--- config.mk ---
export PLATFORM = sky130hd
export DESIGN_NAME = data_mem_responder
export DESIGN_NICKNAME = d
export VERILOG_FILES = /design/src/rtl/data_mem_responder.sv
export SDC_FILE = /design/constraint.sdc
export NUM_CORES = 1
export LEC_CHECK = 0
export BUFFER_PORTS_ARGS = -buffer_cell sky130_fd_sc_hd__clkbuf_2
export CAP_MARGIN = 20
export CORE_ASPECT_RATIO = 1.75
export CORE_UTILIZATION = 55
export DETAILED_ROUTE_END_ITERATION = 7
export GPL_TIMING_DRIVEN = 1
export PLACE_DENSITY = 0.82
export SLEW_MARGIN = 0
export SYNTH_ARGS = -nofsm -noshare
export SYNTH_HDL_FRONTEND = slang
export SYNTH_SLANG_ARGS = --single-unit
export TNS_END_PERCENT = 5
--- constraint.sdc ---
create_clock -name i_clk -period 3.1 [get_ports i_clk]
set_input_delay 0.155 -clock i_clk [delete_from_list [all_inputs] [get_ports i_clk]]
set_output_delay 0.155 -clock i_clk [all_outputs]
set_load 0.02 [all_outputs]
--- src/rtl/data_mem_responder.sv ---
`default_nettype none
// +----------------------------------------------------------------------------+
// | data_mem_responder: MA-stage data memory with registered response and a     |
// | low-priority debug word read port.                       Revision: 1.0     |
// +----------------------------------------------------------------------------+
module data_mem_responder #(
  parameter int NB_DATA         = 32,
  parameter int N_DATA_MEM_ADDR = 64,
  parameter int NB_ADDR_MEM     = $clog2(N_DATA_MEM_ADDR),
  parameter int NB_DBG_ADDR     = NB_ADDR_MEM - 2
) (
  input  logic                   i_clk,
  input  logic                   i_reset,
  input  logic                   i_req_valid,
  output logic                   o_req_ready,
  input  logic                   i_req_write,
  input  logic [NB_ADDR_MEM-1:0] i_req_addr,
  input  logic [1:0]             i_req_addressing,
  input  logic                   i_req_signing,
  input  logic [NB_DATA-1:0]     i_req_wdata,
  output logic                   o_rsp_valid,
  input  logic                   i_rsp_ready,
  output logic [NB_DATA-1:0]     o_rsp_rdata,
  output logic                   o_rsp_err,
  input  logic                   i_dbg_rd_valid,
  input  logic [NB_DBG_ADDR-1:0] i_dbg_addr,
  output logic                   o_dbg_rd_valid,
  output logic [NB_DATA-1:0]     o_dbg_rd_data
);

  localparam int c_N_WORDS = N_DATA_MEM_ADDR / 4;
  localparam int c_N_LANES = NB_DATA / 8;

  typedef enum logic [0:0] {
    IDLE = 1'b0,
    HOLD = 1'b1
  } state_t;

  state_t r_state;
  state_t w_state_next;

  logic [NB_DATA-1:0]     r_mem [c_N_WORDS];
  logic                   r_dbg_pending;

  logic                   w_accept;
  logic                   w_err;
  logic                   w_store;
  logic                   w_dbg_req;
  logic                   w_dbg_serve;
  logic [NB_ADDR_MEM-3:0] w_word_idx;
  logic [1:0]             w_lane;
  logic [NB_DATA-1:0]     w_rd_word;
  logic [7:0]             w_rd_byte;
  logic [15:0]            w_rd_half;
  logic [NB_DATA-1:0]     w_load_data;
  logic [NB_DATA-1:0]     w_wr_data;
  logic [c_N_LANES-1:0]   w_wr_mask;

  assign o_req_ready = !o_rsp_valid || i_rsp_ready;
  assign w_accept    = i_req_valid && o_req_ready;
  assign w_word_idx  = i_req_addr[NB_ADDR_MEM-1:2];
  assign w_lane      = i_req_addr[1:0];
  assign w_store     = w_accept && i_req_write && !w_err;

  always_comb begin
    w_err = 1'b0;
    case (i_req_addressing)
      2'b01:   w_err = w_lane[0];
      2'b11:   w_err = |w_lane;
      2'b10:   w_err = 1'b1;
      default: w_err = 1'b0;
    endcase
  end

  // Halfword lane select only needs lane[1]; odd lanes are already errors.
  assign w_rd_word = r_mem[w_word_idx];
  assign w_rd_byte = w_rd_word[{w_lane, 3'b000} +: 8];
  assign w_rd_half = w_rd_word[{w_lane[1], 4'b0000} +: 16];

  always_comb begin
    w_load_data = w_rd_word;
    w_wr_data   = i_req_wdata;
    w_wr_mask   = '1;
    case (i_req_addressing)
      2'b00: begin
        w_load_data = {{(NB_DATA-8){i_req_signing & w_rd_byte[7]}}, w_rd_byte};
        w_wr_data   = {c_N_LANES{i_req_wdata[7:0]}};
        w_wr_mask   = c_N_LANES'(1) << w_lane;
      end
      2'b01: begin
        w_load_data = {{(NB_DATA-16){i_req_signing & w_rd_half[15]}}, w_rd_half};
        w_wr_data   = {(c_N_LANES/2){i_req_wdata[15:0]}};
        w_wr_mask   = c_N_LANES'(3) << w_lane;
      end
      2'b10: w_wr_mask = '0;
      default: begin
        w_load_data = w_rd_word;
        w_wr_data   = i_req_wdata;
        w_wr_mask   = '1;
      end
    endcase
  end

  // Array is intentionally outside the reset domain.
  always_ff @(posedge i_clk) begin
    if (w_store) begin
      for (int l = 0; l < c_N_LANES; l++) begin
        if (w_wr_mask[l]) begin
          r_mem[w_word_idx][l*8 +: 8] <= w_wr_data[l*8 +: 8];
        end
      end
    end
  end

  always_ff @(posedge i_clk or posedge i_reset) begin
    if (i_reset) begin
      r_state <= IDLE;
    end else begin
      r_state <= w_state_next;
    end
  end

  always_comb begin
    w_state_next = r_state;
    case (r_state)
      IDLE:    if (w_accept) w_state_next = HOLD;
      HOLD:    if (i_rsp_ready && !w_accept) w_state_next = IDLE;
      default: w_state_next = IDLE;
    endcase
  end

  assign o_rsp_valid = (r_state == HOLD);

  always_ff @(posedge i_clk or posedge i_reset) begin
    if (i_reset) begin
      o_rsp_rdata <= '0;
      o_rsp_err   <= 1'b0;
    end else if (w_accept) begin
      o_rsp_err   <= w_err;
      o_rsp_rdata <= (w_err || i_req_write) ? '0 : w_load_data;
    end
  end

  // A debug request blocked by an MA acceptance stays pending until a free cycle.
  assign w_dbg_req   = i_dbg_rd_valid || r_dbg_pending;
  assign w_dbg_serve = w_dbg_req && !w_accept;

  always_ff @(posedge i_clk or posedge i_reset) begin
    if (i_reset) begin
      r_dbg_pending  <= 1'b0;
      o_dbg_rd_valid <= 1'b0;
      o_dbg_rd_data  <= '0;
    end else begin
      r_dbg_pending  <= w_dbg_req && w_accept;
      o_dbg_rd_valid <= w_dbg_serve;
      if (w_dbg_serve) begin
        o_dbg_rd_data <= r_mem[i_dbg_addr];
      end
    end
  end

endmodule
`default_nettype wire

# Word-level counts from Yosys, hierarchy flattened
# Memories as Yosys holds them, arrays and structs flattened. A register that Yosys moved wholly into a read port is not among the register bits.
# Cells that the tools add are included.
# word_totals
latchBits	0
romBits	0
input_bits	51
n_memories	1
regBits	36
elab_cells	50
ramBits	512
# memory_table
memory	words	word_bits	read_ports	rd_clocked_by_memory_dff	wr	line	rtl
r_mem	16	32	2	1	1	42	logic [NB_DATA-1:0] r_mem [c_N_WORDS];
# op_classes
order_cmp	0
n_mul	0
eq_ne	3
bitwise_logic	3
n_addsub	0
div_mod_pow	0
muxes	20
reduce_logical	14
shifts	4
# ops
operator	n
one-hot mux 32 bit (2 select lines)	2
two-way mux 32 bit	1
indexed part select 32 x 6 -> 16 bit	1
indexed part select 32 x 6 -> 8 bit	1
two-way mux 1 bit	14
one-hot mux 4 bit (3 select lines)	1
logical AND 1 bit	6
== test 2 bit, second input constant	2
<< shifter 1 x 2 -> 4 bit, first input constant	1
<< shifter 2 x 2 -> 4 bit, first input constant	1
zero test 1 bit	3
logical OR 1 bit	3
one-hot mux 1 bit (3 select lines)	1
AND 1 bit	2
== test 2 x 1 -> 1 bit, second input constant	1
zero test 2 bit	1
one-hot mux 1 bit (2 select lines)	1
OR reduction 2 bit	1
inverter 1 bit	1

# Logic depth before layout (Yosys ltp)
# Gate-level depths: netlist of run 1.
# depth
word_depth	7
depth_mapped	11
mapped_depth_nobuf	6

# Least setup slack after synthesis of run 1
# OpenSTA, ideal clock, no wires.
# synth_path
kind	register to register
start	register r_state (netlist: o_rsp_valid)
end	memory r_mem[14][10], enable pin
setup_time_ns	0.370
n_path_buf	3
period_less_slack_ns	2.558
path_stages_with_launch	9
path_slack_ns	0.542
arrival_time_ns	2.188
required_time_ns	2.730
path_cell_list	dfrtp_1 -> nand2b_1 -> and2_1 -> clkbuf_1 -> nand2_1 -> or3_1 -> clkbuf_1 -> clkbuf_1 -> nor2_1
# synth_between
elab_chain_len	7
# synth_lines
item	line	rtl
from (decl)	39	state_t r_state;
from (signal assigned)	119	r_state <= w_state_next;
zero test 1 bit	59	assign o_req_ready = !o_rsp_valid || i_rsp_ready;
logical OR 1 bit	59	
net o_req_ready	15	output logic o_req_ready,
logical AND 1 bit	60	assign w_accept = i_req_valid && o_req_ready;
logical AND 1 bit (2 in a row)	63	assign w_store = w_accept && i_req_write && !w_err;
two-way mux 1 bit	106	if (w_store) begin
two-way mux 1 bit (implied by the code)	109	r_mem[w_word_idx][l*8 +: 8] <= w_wr_data[l*8 +: 8];
to (decl)	42	
# The timed path passes the listed nets, and every way through them passes these cells.

==> results.md, run 1 <==
- Drt pass-1 iters: 7
- Register area share after synthesis: 0.611
- CTS Buf Count: 50
- Setup violators final: 0
- Leak: 11.1 nW
- Via/cell ratio: 7.06
- Setup bufs post-CTS: 0
- Kind of critical path: reg2reg
- P_sw: 0.00421 W
- Post-Route Skew: 0.0266 ns
- Worst Tran Pin Value: 0.750 ns
- Status: complete, no violations
- DRC violations left: 0
- Comb pwr share: 0.117
- DR WL/cell: 33.5 um
- Max-Cap Viols: 0
- Total Routing Usage GR: 0.339
- Starting DRT DRC Count: 2317
- Core area: 0.0503 mm2
- RR Startpoint: r_mem[11][31]$_DFFE_PP_
- Vias in the first global route: 18134
- Max_slew headroom: 0.500
- Pint: 0.0131 W
- HP Start: i_req_wdata[30]
- First-pass GRT wire length: 123000 um
- Crit path from: r_mem[11][31]$_DFFE_PP_
- Synth top area share: 0.550
- Instance area after placement: 0.0299 mm2
- Fin Hold WS: 0.112 ns
- Mean Syn Cell Area: 16.8 um2
- Yosys warnings: 0
- Hpwl dp: 58000 um
- Post_cts resized: 0
- Pin count of the biggest net entering global routing: 50
- Flop pwr share: 0.506
- FF-to-FF path depth: 6
- Total number of vias: 17969
- RSZ-0062 raised after global routing: no
- Largest area contributor in the netlist: edfxtp_1
- Boundary Pins: 119
- Layout cells sized above 1: 0.338
- Grt total ovfl: 0
- Seq cells post-synth: 580
- PD cells: 547 mW/mm2
- GPL Wtd Cong: 1.01
- Synth Net Count: 1719
- CTS max path bufs: 3
- Net Sw Frac: 0.243
- Achievable clock frequency: 378 MHz
- CP Launch Type: register
- Max-slew violation count: 0
- RR Endpoint: o_rsp_rdata[14]$_DFFE_PP0P_
- Clock Sinks: 580
- Final TNS setup: 0 ns
- H-tree Lvls: 2
- Design area: 0.0316 mm2
- EDFF count, synth: 512
- Clock transition at path regs: 0.08 ns
- Starting Density: 0.556
- # fillers: 3351
- Ys async rst share: 0.117
- Worst hold path endpoint: r_mem[14][30]$_DFFE_PP_
- Post-synth top flop: edfxtp_1
- Commonest cells post-synth: 512 x edfxtp_1, 235 x mux4_2, 147 x nand2_1
- Post-route minimum period: 2.64 ns
- TritonCTS clock tree: done
- Nets: 1886
- Post-CTS Hold Fix Bufs: 4
- Chip Width: 172 um
- Initial antenna violation count: 2
- Crit end category: register
- Area contributors post-synth: edfxtp_1 55%, mux4_2 19%, dfrtp_1 6.1%, mux2i_1 4.9%, mux2_2 3.1%
- Hold/Removal Path Class: in2reg
- Hold path depth: 4
- Mapped Cells: 1668
- Max IR drop VDD: 0.000451 V
- Final period util: 0.853
- Clock insertion delay at the later pin of the skew report: 0.60 ns
- WP data required: 3.53 ns
- Root Driver: clkbuf_16
- WP data arrival: 3.07 ns
- Rows: 109
- Area delta synth->final: 13.2%
- Worst-path maximum fanout: 18
- Clock Power Share: 0.377
- Count leader, synth: edfxtp_1
- Post-synth cell types: 48
- Antenna-violating nets left: 0
- Die Y-Extent: 300 um
- Area of the mapped netlist: 0.0280 mm2
- R2r setup slk: 0.46 ns
- IO Port Bufs: 118
- Die area: 0.0518 mm2
- Count of final hold-check violations: 0
- Total wire length: 85100 um
==> layout by cell type (no fill, tap or decap), types with 8 or more instances in the layout <==
master / n
a22oi_1: 35
a22o_1: 8
buf_12: 14
mux2i_1: 138
clkinv_2: 9
clkbuf_1: 9
nand2b_1: 11
clkinv_1: 11
o21ai_0: 25
clkbuf_16: 52
mux4_2: 235
mux2_2: 76
o22ai_1: 9
edfxtp_1: 512
a21oi_1: 37
dfrtp_1: 68
buf_4: 105
nand4_1: 15
nor2_1: 77
a211oi_1: 30
a31oi_1: 20
and3_1: 26
clkbuf_2: 114
nand2_1: 147
==> stage by stage <==
| stage | setup WS, ns | util | power (W) | std cells |
|---|---|---|---|---|
| after floorplan | 0.542 | - | 0.0101 | 1668 |
| after global placement | 0.410 | 0.594 | 0.0108 | 2445 |
| after detailed placement | 0.286 | 0.594 | 0.0109 | 2445 |
| after CTS | 0.512 | 0.629 | 0.0173 | 2543 |
| after global routing | 0.317 | 0.629 | 0.0177 | 2543 |
| final | 0.456 | 0.629 | 0.0173 | 2544 |
==> worst max-delay path: stages, from the launching register on <==
cell	delay (ns)
edfxtp_1	0.42
mux4_2	0.48
mux2_2	0.30
o311ai_1	0.39
a31oi_2	0.18
a21oi_4	0.54
a211oi_1	0.16
==> power groups by stage <==
stage	Sequential (W)	Combinational, W	Clock (W)
finish	0.00875	0.00202	0.00653
global route	0.00876	0.00211	0.00682
CTS	0.00875	0.00199	0.00655
detailed placement	0.00892	0.00197	0
global placement	0.00891	0.00193	0
floorplan	0.00904	0.00111	0
==> layout make-up <==
class                      instances  area, um2  area share
sequential                       580      17100       0.540
clock buffer                      63       1360      0.0431
multi-input combinational        959      10300       0.326
antenna                            1       2.50   0.0000791
timing repair buffer             239       1710      0.0540
tap                              666        833      0.0263
clock inverter                    31        338      0.0107
inverter                           5       20.0    0.000633
==> logic make-up (layout without fill, tap and decap cells) <==
kind of cell	count (synthesis)	after routing	synth area share
XOR/XNOR	1	1	0.000313
flip-flops	580	580	0.611
other	0	1	0
multiplexers	449	449	0.269
AO/OA/AOI/OAI	201	201	0.0501
AND/OR/NAND/NOR	308	308	0.0484
buffers and inverters	129	338	0.0211
==> worst max-delay path by stage <==
stage | end | slack, ns
final | o_rsp_rdata[14]$_DFFE_PP0P_ | 0.46
after global routing | o_rsp_rdata[24]$_DFFE_PP0P_ | 0.32
after CTS | o_rsp_rdata[14]$_DFFE_PP0P_ | 0.51
after detailed placement | o_rsp_rdata[14]$_DFFE_PP0P_ | 0.29
after global placement | o_rsp_rdata[24]$_DFFE_PP0P_ | 0.41
after floorplan | r_mem[14][10]$_DFFE_PP_ | 0.54
==> registers in the layout (all words and copies together) (netlist names) <==
register	flops
o_rsp_rdata	32
o_rsp_valid	1
o_dbg_rd_valid	1
o_rsp_err	1
r_dbg_pending	1
o_dbg_rd_data	32
r_mem	512
==> metal layers <==
| metal | wire [um] | track usage | share of wire | up-vias |
|---|---|---|---|---|
| li1 | - | - | - | 7171 |
| met1 | 27000 | 0.394 | 0.32 | 9068 |
| met2 | 41600 | 0.550 | 0.49 | 1343 |
| met3 | 8720 | 0.0719 | 0.10 | 385 |
| met4 | 7790 | 0.259 | 0.091 | 2 |
| met5 | 8 | 0 | 0.000094 | - |
Note: power is estimated with default switching activity, not from simulation.
==> inputs of run 2 (changes only) <==
- CTS_CLUSTER_DIAMETER: default -> 100
- RECOVER_POWER: default -> 50
==> run 2 against run 1 <==
Effect of this change:
- the flow now finishes with violations (capacitance limit, slew limit)
- combinational power is 2% lower
- register-to-register slack improved by 0.05 ns
- non-clock buffer count unchanged
- sequential share of layout area is 0.26 points higher
- hold slack improved by 0.0070 ns
- maximum frequency is 3.3% lower
- flip-flop and latch count unchanged
- largest cell class unchanged
- clock power barely moved
- wire length about the same
- global-route usage stayed put
==> results.md, run 2 (synthesis gave the netlist of run 1 again) <==
- First-pass GRT wire length: 123000 um
- Largest Register: r_mem
- Max IR drop VDD: 0.000452 V
- Commonest non-fill, non-tap cell in the layout: edfxtp_1
- Antenna-violating nets left: 0
- H-tree Lvls: 2
- FF-to-FF path depth: 6
- Rows: 109
- DR WL/cell: 33.4 um
- TritonCTS clock tree: done
- WP data required: 3.37 ns
- Count of final hold-check violations: 0
- CTS Buf Count: 50
- Final TNS setup: 0 ns
- Violated checks: capacitance limit, slew limit
- Die area: 0.0518 mm2
- Worst Tran Pin Value: 2.21 ns
- Largest register FFs: 512
- Via/cell ratio: 7.07
- Final Core Density: 0.626
- Starting Density: 0.556
- Die Y-Extent: 300 um
- Area delta synth->final: 12.6%
- GR Util met2: 0.550
- Starting DRT DRC Count: 2388
- P_sw: 0.00421 W
- CP Launch Type: primary input
- PD cells: 548 mW/mm2
- RR Endpoint: o_rsp_rdata[14]$_DFFE_PP0P_
- DRC violations left: 0
- Drt pass-1 iters: 6
- Achievable clock frequency: 366 MHz
- HP Start: i_req_addressing[1]
- Post-route minimum period: 2.73 ns
- GRT busiest layer: met2
- Vias in the first global route: 18134
- Core area: 0.0503 mm2
- Root Driver: clkbuf_16
- Post_cts resized: 0
- R2r setup slk: 0.51 ns
- CTS max path bufs: 3
- Chip Width: 172 um
- Total number of vias: 17984
- Post-CTS Hold Fix Bufs: 4
- Clock transition at path regs: 0.07 ns
- Grt total ovfl: 0
- Pint: 0.0130 W
- Worst-path maximum fanout: 37
- Design Power: 0.0173 W
- Comb pwr share: 0.114
- Initial antenna violation count: 3
- Hpwl dp: 58000 um
- Clock insertion delay at the later pin of the skew report: 0.60 ns
- Max_slew headroom: -0.474
- Grt met3 use: 0.0719
- GR Layer Usage met1: 0.394
- Clock Sinks: 580
- Post-Route Skew: 0.0241 ns
- Kind of critical path: in2reg
- Boundary Pins: 119
- Max-slew violation count: 74
- Max-Cap Viols: 2
- Crit end category: register
- Setup violators final: 0
- WP data arrival: 3.00 ns
- IO Port Bufs: 118
- Setup bufs post-CTS: 0
- RSZ-0062 raised after global routing: no
- Status: finished with violations
- Fin Hold WS: 0.119 ns
- Clock Power Share: 0.378
- Hold/Removal Path Class: in2reg
- Nets: 1886
- RR Startpoint: r_mem[11][31]$_DFFE_PP_
- Most frequent cells in the layout: 512 x edfxtp_1, 235 x mux4_2, 147 x nand2_1
- Largest regs: r_mem x512, o_dbg_rd_data x32, o_rsp_rdata x32
- Flop pwr share: 0.507
- Worst hold path endpoint: o_rsp_rdata[15]$_DFFE_PP0P_
- Hold path depth: 3
- Total wire length: 85100 um
- Net Sw Frac: 0.244
- Pin count of the biggest net entering global routing: 50
- Leak: 10.8 nW
- GPL Wtd Cong: 1.01
- Layout cells sized above 1: 0.283
- Final period util: 0.882
- Total Routing Usage GR: 0.339
run 2: cell count changes in the layout (fill, tap and decap cells not counted), sizes merged:
cell / change
clkinv: -1
clkbuf: +13
diode: +1
clkinvlp: +1
buf: -13
run 2: final cells by class:
cell class	count	area, um2
fill	3408	18800
tap	666	833
multi-input combinational	959	10300
clock buffer	63	1360
clock inverter	31	338
antenna	2	5.00
inverter	5	20.0
timing repair buffer	239	1550
sequential	580	17100
run 2: worst max-delay path by stage:
| stage | start | end | slack (ns) | cells past startpoint |
|---|---|---|---|---|
| after global routing | i_req_addressing[1] | r_mem[1][28]$_DFFE_PP_ | 0.20 | 5 |
| after floorplan | o_rsp_valid$_DFF_PP0_ | r_mem[14][10]$_DFFE_PP_ | 0.54 | 8 |
| after detailed placement | i_req_addr[5] | o_rsp_rdata[14]$_DFFE_PP0P_ | 0.29 | 8 |
| after global placement | i_req_addr[5] | o_rsp_rdata[24]$_DFFE_PP0P_ | 0.41 | 7 |
| after CTS | r_mem[11][31]$_DFFE_PP_ | o_rsp_rdata[14]$_DFFE_PP0P_ | 0.51 | 6 |
| final | i_req_addressing[1] | r_mem[15][27]$_DFFE_PP_ | 0.37 | 5 |
run 2: power by group through the flow:
stage / sequential, W / combinational (W) / clock [W]
after floorplan: 0.00904 / 0.00111 / 0
after detailed placement: 0.00892 / 0.00197 / 0
after global placement: 0.00891 / 0.00193 / 0
final: 0.00875 / 0.00197 / 0.00653
after global routing: 0.00877 / 0.00207 / 0.00682
after CTS: 0.00875 / 0.00199 / 0.00655
run 2: through the flow:
step                      worst slack, ns  area (um2)  cells
after floorplan                     0.542       28000   1668
after global placement              0.410       29900   2445
after detailed placement            0.286       29900   2445
after CTS                           0.512       31600   2543
after global routing                0.203       31500   2543
final                               0.366       31500   2545
run 2: worst max-delay path, stage by stage:
cell	delay, ns
clkbuf_2	0.24
clkbuf_1	1.61
nand2_1	0.11
o21ai_0	0.16
clkbuf_1	0.69
run 2: routing by layer:
metal | vias up | wire length (um)
met3 | 384 | 9000
li1 | 7173 | -
met1 | 9046 | 26600
met4 | 2 | 7990
met5 | - | 8
met2 | 1379 | 41500
